==> src/rtl/riscv_pkg.sv <==
// Shared encodings for the iterative divider: operation select and FSM states.
package riscv_pkg;

    // Operation select as presented on the OP port.
    typedef enum logic [1:0] {
        OP_DIV  = 2'b00,
        OP_DIVU = 2'b01,
        OP_REM  = 2'b10,
        OP_REMU = 2'b11
    } div_op_e;

    // Divider sequencing states.
    typedef enum logic [1:0] {
        S_IDLE = 2'b00,
        S_CALC = 2'b01,
        S_FIX  = 2'b10,
        S_DONE = 2'b11
    } div_state_e;

    // DIV and REM treat the operands as two's-complement numbers.
    function automatic logic op_is_signed(div_op_e op);
        return (op == OP_DIV) || (op == OP_REM);
    endfunction

    // REM and REMU return the remainder, the others the quotient.
    function automatic logic op_is_rem(div_op_e op);
        return (op == OP_REM) || (op == OP_REMU);
    endfunction

endpackage

==> src/rtl/sub_cla.sv <==
// Carry-lookahead subtractor: diff = a - b computed as a + ~b + 1.
// Every carry is expanded directly from the bit generate/propagate terms,
// so no carry depends on another carry.
module sub_cla #(
    parameter int W = 33
) (
    input  logic [W-1:0] a_i,
    input  logic [W-1:0] b_i,
    output logic [W-1:0] diff_o,
    output logic         borrow_o
);

    logic [W-1:0] gen_bit;
    logic [W-1:0] prop_bit;
    logic [W:0]   carry;

    // Per-bit generate and propagate for a + ~b.
    genvar gi;
    generate
        for (gi = 0; gi < W; gi++) begin : g_gp
            assign gen_bit[gi]  = a_i[gi] & ~b_i[gi];
            assign prop_bit[gi] = a_i[gi] ^ ~b_i[gi];
        end
    endgenerate

    // Lookahead carries: carry[i] = G[i-1:0] | P[i-1:0] & cin, with cin = 1.
    always_comb begin
        logic gen_acc;
        logic prop_acc;
        carry    = '0;
        carry[0] = 1'b1;
        for (int i = 1; i <= W; i++) begin
            gen_acc  = 1'b0;
            prop_acc = 1'b1;
            for (int j = i - 1; j >= 0; j--) begin
                gen_acc  = gen_acc | (prop_acc & gen_bit[j]);
                prop_acc = prop_acc & prop_bit[j];
            end
            carry[i] = gen_acc | prop_acc;
        end
    end

    assign diff_o   = prop_bit ^ carry[W-1:0];
    // No carry out of the top bit means b was larger than a.
    assign borrow_o = ~carry[W];

endmodule

==> src/rtl/div_unit.sv <==
// Iterative restoring divider supporting DIV, DIVU, REM and REMU.
// Magnitudes are divided one quotient bit per cycle, signs are applied in a
// single fixup cycle; divide-by-zero and signed overflow bypass the loop.
module div_unit
    import riscv_pkg::*;
#(
    parameter int XLEN = 32
) (
    input  logic            CLK,
    input  logic            RST,
    input  logic            START,
    input  logic [1:0]      OP,
    input  logic [XLEN-1:0] A,
    input  logic [XLEN-1:0] B,
    output logic            BUSY,
    output logic            DONE,
    output logic [XLEN-1:0] RESULT
);

    localparam int              CNT_W    = $clog2(XLEN);
    localparam logic [CNT_W-1:0] CNT_LAST = CNT_W'(XLEN - 1);
    localparam logic [XLEN-1:0] MIN_NEG  = {1'b1, {(XLEN-1){1'b0}}};
    localparam logic [XLEN-1:0] ALL_ONES = {XLEN{1'b1}};

    div_state_e      state_q,   state_d;
    div_op_e         op_q,      op_d;
    logic [CNT_W-1:0] cnt_q,    cnt_d;
    logic [XLEN-1:0] rem_q,     rem_d;      // partial remainder
    logic [XLEN-1:0] quo_q,     quo_d;      // dividend shifting out, quotient shifting in
    logic [XLEN-1:0] dvsr_q,    dvsr_d;     // divisor magnitude
    logic            neg_quo_q, neg_quo_d;
    logic            neg_rem_q, neg_rem_d;
    logic [XLEN-1:0] result_q,  result_d;

    // Request decode on the START operands.
    div_op_e         start_op;
    logic            start_signed;
    logic            a_neg;
    logic            b_neg;
    logic            accept;
    logic            div_by_zero;
    logic            overflow;
    logic [XLEN-1:0] a_mag;
    logic [XLEN-1:0] b_mag;
    logic [XLEN-1:0] short_result;

    assign start_op     = div_op_e'(OP);
    assign start_signed = op_is_signed(start_op);
    assign a_neg        = start_signed & A[XLEN-1];
    assign b_neg        = start_signed & B[XLEN-1];
    assign accept       = START && ((state_q == S_IDLE) || (state_q == S_DONE));
    assign div_by_zero  = (B == '0);
    assign overflow     = start_signed && (A == MIN_NEG) && (B == ALL_ONES);
    assign a_mag        = a_neg ? -A : A;
    assign b_mag        = b_neg ? -B : B;

    // Results for the cases that never enter the division loop.
    always_comb begin
        short_result = '0;
        if (div_by_zero) begin
            short_result = op_is_rem(start_op) ? A : ALL_ONES;
        end else begin
            short_result = op_is_rem(start_op) ? '0 : MIN_NEG;
        end
    end

    // Trial subtraction of the divisor from the shifted partial remainder.
    logic [XLEN:0]   trial;
    logic [XLEN:0]   trial_diff;
    logic            trial_borrow;
    logic            trial_msb_unused;

    assign trial = {rem_q, quo_q[XLEN-1]};

    sub_cla #(
        .W (XLEN + 1)
    ) u_sub_cla (
        .a_i      (trial),
        .b_i      ({1'b0, dvsr_q}),
        .diff_o   (trial_diff),
        .borrow_o (trial_borrow)
    );

    // The remainder stays below the divisor, so the top difference bit is
    // always zero whenever the difference is kept.
    assign trial_msb_unused = trial_diff[XLEN];

    // Signed fixup of the magnitude results.
    logic [XLEN-1:0] quo_fix;
    logic [XLEN-1:0] rem_fix;

    assign quo_fix = neg_quo_q ? -quo_q : quo_q;
    assign rem_fix = neg_rem_q ? -rem_q : rem_q;

    // Next-state and datapath control for the divider sequence.
    always_comb begin
        state_d   = state_q;
        op_d      = op_q;
        cnt_d     = cnt_q;
        rem_d     = rem_q;
        quo_d     = quo_q;
        dvsr_d    = dvsr_q;
        neg_quo_d = neg_quo_q;
        neg_rem_d = neg_rem_q;
        result_d  = result_q;

        case (state_q)
            S_IDLE, S_DONE: begin
                if (accept) begin
                    op_d = start_op;
                    if (div_by_zero || overflow) begin
                        result_d = short_result;
                        cnt_d    = '0;
                        state_d  = S_DONE;
                    end else begin
                        quo_d     = a_mag;
                        dvsr_d    = b_mag;
                        rem_d     = '0;
                        neg_quo_d = a_neg ^ b_neg;
                        neg_rem_d = a_neg;
                        cnt_d     = CNT_LAST;
                        state_d   = S_CALC;
                    end
                end else begin
                    state_d = S_IDLE;
                end
            end

            S_CALC: begin
                if (trial_borrow) begin
                    rem_d = trial[XLEN-1:0];
                    quo_d = {quo_q[XLEN-2:0], 1'b0};
                end else begin
                    rem_d = trial_diff[XLEN-1:0];
                    quo_d = {quo_q[XLEN-2:0], 1'b1};
                end
                if (cnt_q == '0) begin
                    state_d = S_FIX;
                end else begin
                    cnt_d = cnt_q - CNT_W'(1);
                end
            end

            S_FIX: begin
                result_d = op_is_rem(op_q) ? rem_fix : quo_fix;
                state_d  = S_DONE;
            end

            default: begin
                state_d = S_IDLE;
            end
        endcase
    end

    // State and datapath registers; reset clears everything.
    always_ff @(posedge CLK) begin
        if (RST) begin
            state_q   <= S_IDLE;
            op_q      <= OP_DIV;
            cnt_q     <= '0;
            rem_q     <= '0;
            quo_q     <= '0;
            dvsr_q    <= '0;
            neg_quo_q <= 1'b0;
            neg_rem_q <= 1'b0;
            result_q  <= '0;
        end else begin
            state_q   <= state_d;
            op_q      <= op_d;
            cnt_q     <= cnt_d;
            rem_q     <= rem_d;
            quo_q     <= quo_d;
            dvsr_q    <= dvsr_d;
            neg_quo_q <= neg_quo_d;
            neg_rem_q <= neg_rem_d;
            result_q  <= result_d;
        end
    end

    assign BUSY   = (state_q == S_CALC) || (state_q == S_FIX);
    assign DONE   = (state_q == S_DONE);
    assign RESULT = result_q;

endmodule

==> config.mk <==
export PLATFORM = sky130hd
export DESIGN_NAME = div_unit
export DESIGN_NICKNAME = d
export VERILOG_FILES = /design/src/rtl/riscv_pkg.sv /design/src/rtl/sub_cla.sv /design/src/rtl/div_unit.sv
export SDC_FILE = /design/constraint.sdc
export NUM_CORES = 1
export LEC_CHECK = 0
export ABC_AREA = 0
export CAP_MARGIN = 20
export CORE_AREA = 2 2 150 152
export DETAILED_ROUTE_END_ITERATION = 10
export DIE_AREA = 0 0 152 154
export GPL_TIMING_DRIVEN = 0
export PLACE_DENSITY = 0.74
export SETUP_SLACK_MARGIN = 0.2
export SYNTH_ARGS = -nofsm -noshare
export SYNTH_HDL_FRONTEND = slang
export SYNTH_HIERARCHICAL = 1
export SYNTH_SLANG_ARGS = --single-unit
==> constraint.sdc <==
create_clock -name CLK -period 4.7 [get_ports CLK]
set_input_delay 0.94 -clock CLK [delete_from_list [all_inputs] [get_ports CLK]]
set_output_delay 0.94 -clock CLK [all_outputs]
set_load 0.01 [all_outputs]
==> results <==
- After technology mapping, the gate count stands at 1566.
- The number of rows in the core area is 54.
- The gate family responsible for the most delay along the worst path is simple AND/OR/NAND/NOR gates.
- The die is 152 um wide.
- After clock tree synthesis, the clock-pin slew on the worst setup and hold paths is around 0.06 ns.
- The number of global-route vias before repair was approximately 12000.
- The end point of the worst hold path is dvsr_q[31].
- Along the worst path, the maximum fanout reaches 10.
- The data arrival time of the worst path is ~4.6 ns.
- The run finished with clean final reports.
- The via density per instance is approximately 6.6.
- Setup violations remaining at the end of the flow were counted as 0.
- The TritonCTS buffer count is 17.
- The longest clock path from root to sink contains 2 buffers.
- The routed wire length is between 40 and 50 mm.
- Setup repair after global routing left no endpoint under its margin.
- The worst hold path begins at dvsr_q[31].
- The cell depth of the worst min-delay path is 2.
- The initial utilization of the core area, before any placement, comes to 0.542.
- The total grt overflow is 0.
- Of the cells placed in the final design, the portion with a size suffix greater than 1 is 0.0729.
- The tree is rooted in a sky130_fd_sc_hd__clkbuf_16.
- The post-layout minimum cycle time is ~4.2 ns.
- The number of nets with antenna violations after routing is 0.
- The post-CTS resize count is 0.
- The average instance in the mapped netlist occupies 7.51 um^2.
- After detailed routing, the number of remaining DRC violations is 0.
- The number of primary I/O pins is 103.
- The first-pass GRT wire length is 66.9 mm.
- The worst pin sits at a relative slew slack of 0.236.
- Setup slack on the critical path of the routed design comes to ~0.47 ns.
- The final layout contains 1800 nets.
- The detailed placement HPWL is 33.6 mm.
- The repair_antennas step left the layout with diodes totalling 0.
- The post-synthesis to final-layout area growth is 17.1%.
- The die area is 23400 um^2.
- Summing all non-filler instances in the final layout gives an area of roughly 14000 um^2.
- The tightest hold margin is 0.462 ns.
- The leakage power figure is ~5 nW.
- The critical path class is in -> reg.
- The total area inside the core boundary comes to between 20000 and 25000 um^2.
- Entering global routing, the biggest net connects 17 pins.
- Max-cap violations in this run came to 0.
- The first TritonRoute pass finished after 6 iterations.
- STA classifies the critical path startpoint as a primary input.
- The average wire length per cell after detail routing is ~22 um.
- The maximum VDD drop is between 0.0004 and 0.0005 V.
- The combined area of all synthesized cells is around 12000 um^2.
- The CTS sink count is ~140.
- The routability congestion estimate from global placement is approximately 0.99.
- The delay of the slowest cell on the worst path is ~0.63 ns.
- The placed cell area is roughly 13000 um^2.
- In this run the number of H-tree levels came out at 4.
- The worst register-to-register path begins at rem_q[22].
- The min-delay analysis places its worst path in the category reg -> reg.
- The post-place setup slack is -0.162 ns.
- The finished layout holds between 1500 and 2000 standard cells, fillers aside.
- Including well taps, the total number of placed cells is slightly below 2000.
- The final count of pins violating max slew is 0.
- The reg-to-reg critical path endpoint is rem_q[4].
- For this run, the number of Yosys warnings is 6.
- The number of nets in the synthesized netlist is 1679.
- Data on the critical path is required at its endpoint by between 5 and 6 ns.
- Hold repair after CTS inserted 0 buffers.
- The slowest stage of the critical path is the sky130_fd_sc_hd__or4_1 cell.
- The violation count after the first detailed-route iteration is roughly 1500.
- The die outline height is ~150 um.
- The worst setup path is captured at a flop.
- The combined global-route utilization of all metal layers is 0.359.
- During placement, the flow inserted port buffers numbering just over 100.
- The final core utilization is 0.635.
- Dividing the final minimum period by the clock period gives 0.900.
- Across all register-to-register paths, the minimum setup slack is approximately 0.48 ns.
- The worst clock skew on the final layout is 0.0127 ns.
- Clock latency on the worst-skew pair, taken at its later pin, is ~0.43 ns.
- The number of antenna violations at the first check in global routing is 0.
- Timing would allow up to approximately 240 MHz.
- The post-CTS setup-driven buffer insertion count is 0.
- The CTS tree is done.
- The power per standard cell area is approximately 470 nW/um^2.
- Detailed routing inserted a total of between 10000 and 15000 vias.
- The number of buffers and inverters on the critical path is 3.
- The transition time at the pin with the least slew margin is about 1.1 ns.
- The signal on the critical path passes through clkdlybuf4s50_1 > or4_1 > nor4_4 > nand4_1 > o211ai_1 > buf_2 > buf_2 > nand4_1 > a21oi_1.
- The number of cells on the worst reg-to-reg path is 14.
- The number of hold violations in the final report is 0.
[state kept, by name, indices dropped and copies added (netlist names)]
| signal | flops |
|---|---|
| op_q | 1 |
| neg_quo_q | 1 |
| quo_q | 32 |
| cnt_q | 5 |
| state_q | 2 |
| RESULT | 32 |
| rem_q | 32 |
| neg_rem_q | 1 |
| dvsr_q | 32 |
[metrics by stage]
step           power [mW]  TNS, ns
2_1_floorplan        3.82        0
5_1_grt              6.77        0
3_5_place_dp         4.86    -1.30
4_1_cts              6.32        0
3_3_place_gp         4.83   -65.24
6_report             6.43        0
[area by class of cell]
| type | instances | area (um^2) |
|---|---|---|
| Clock inverter | 12 | 189 |
| Multi-Input combinational cell | 1228 | 8160 |
| Sequential cell | 138 | 2760 |
| Clock buffer | 20 | 437 |
| Tap cell | 280 | 350 |
| Buffer | 125 | 568 |
| Timing Repair Buffer | 102 | 1020 |
| Fill cell | 1970 | 7920 |
| Inverter | 75 | 282 |
[tightest hold or removal path: stages, from the launching register on]
cell and delay [ns]:
sky130_fd_sc_hd__dfxtp_1 0.31, sky130_fd_sc_hd__nand2_1 0.06, sky130_fd_sc_hd__a21oi_1 0.05
[report_power, final]
group          total [mW]  switching (mW)  internal [mW]
clock                1.46           0.565          0.897
combinational        3.28            2.11           1.17
sequential           1.68           0.253           1.43
total                6.43            2.93           3.50
[worst max-delay path by stage]
stage	from	to	slack, ns	cells past startpoint
floorplan	rem_q[18]	rem_q[2]	1.33	15
global placement	A[25]	RESULT[12]	-0.68	9
detailed placement	A[25]	RESULT[12]	-0.16	9
CTS	A[25]	RESULT[12]	0.27	9
global route	quo_q[31]	rem_q[19]	0.28	15
finish	A[25]	RESULT[12]	0.47	9
[cell usage in the layout (no fill, tap or decap), drive strengths merged, types with 6 or more instances in the layout]
master / count
buf: 38
nor2b: 6
nor2: 125
nand4: 19
nand3: 82
nor4: 26
or3: 18
o31ai: 28
and3: 14
mux2i: 37
o21ai: 135
a22o: 7
nand2: 85
o41ai: 22
o221ai: 29
xnor2: 64
nand2b: 25
and2: 7
clkbuf: 108
inv: 78
xor2: 73
or4: 17
a211oi: 27
nor3: 28
a21oi: 139
or2: 8
dfxtp: 138
o211ai: 22
clkdlybuf4s50: 101
a31oi: 33
a221oi: 10
a41oi: 6
a31o: 7
a21o: 15
o21a: 8
ha: 44
[metal layers]
metal  global-route usage  wire length [um]  vias up
li1                     -                 -     6044
met2                0.551             18600      689
met1                0.512             18700     6142
met3               0.0614              4520       95
met4                0.115              1240        0
met5                    0                 0        -
Power figures use the tool's default switching activity.
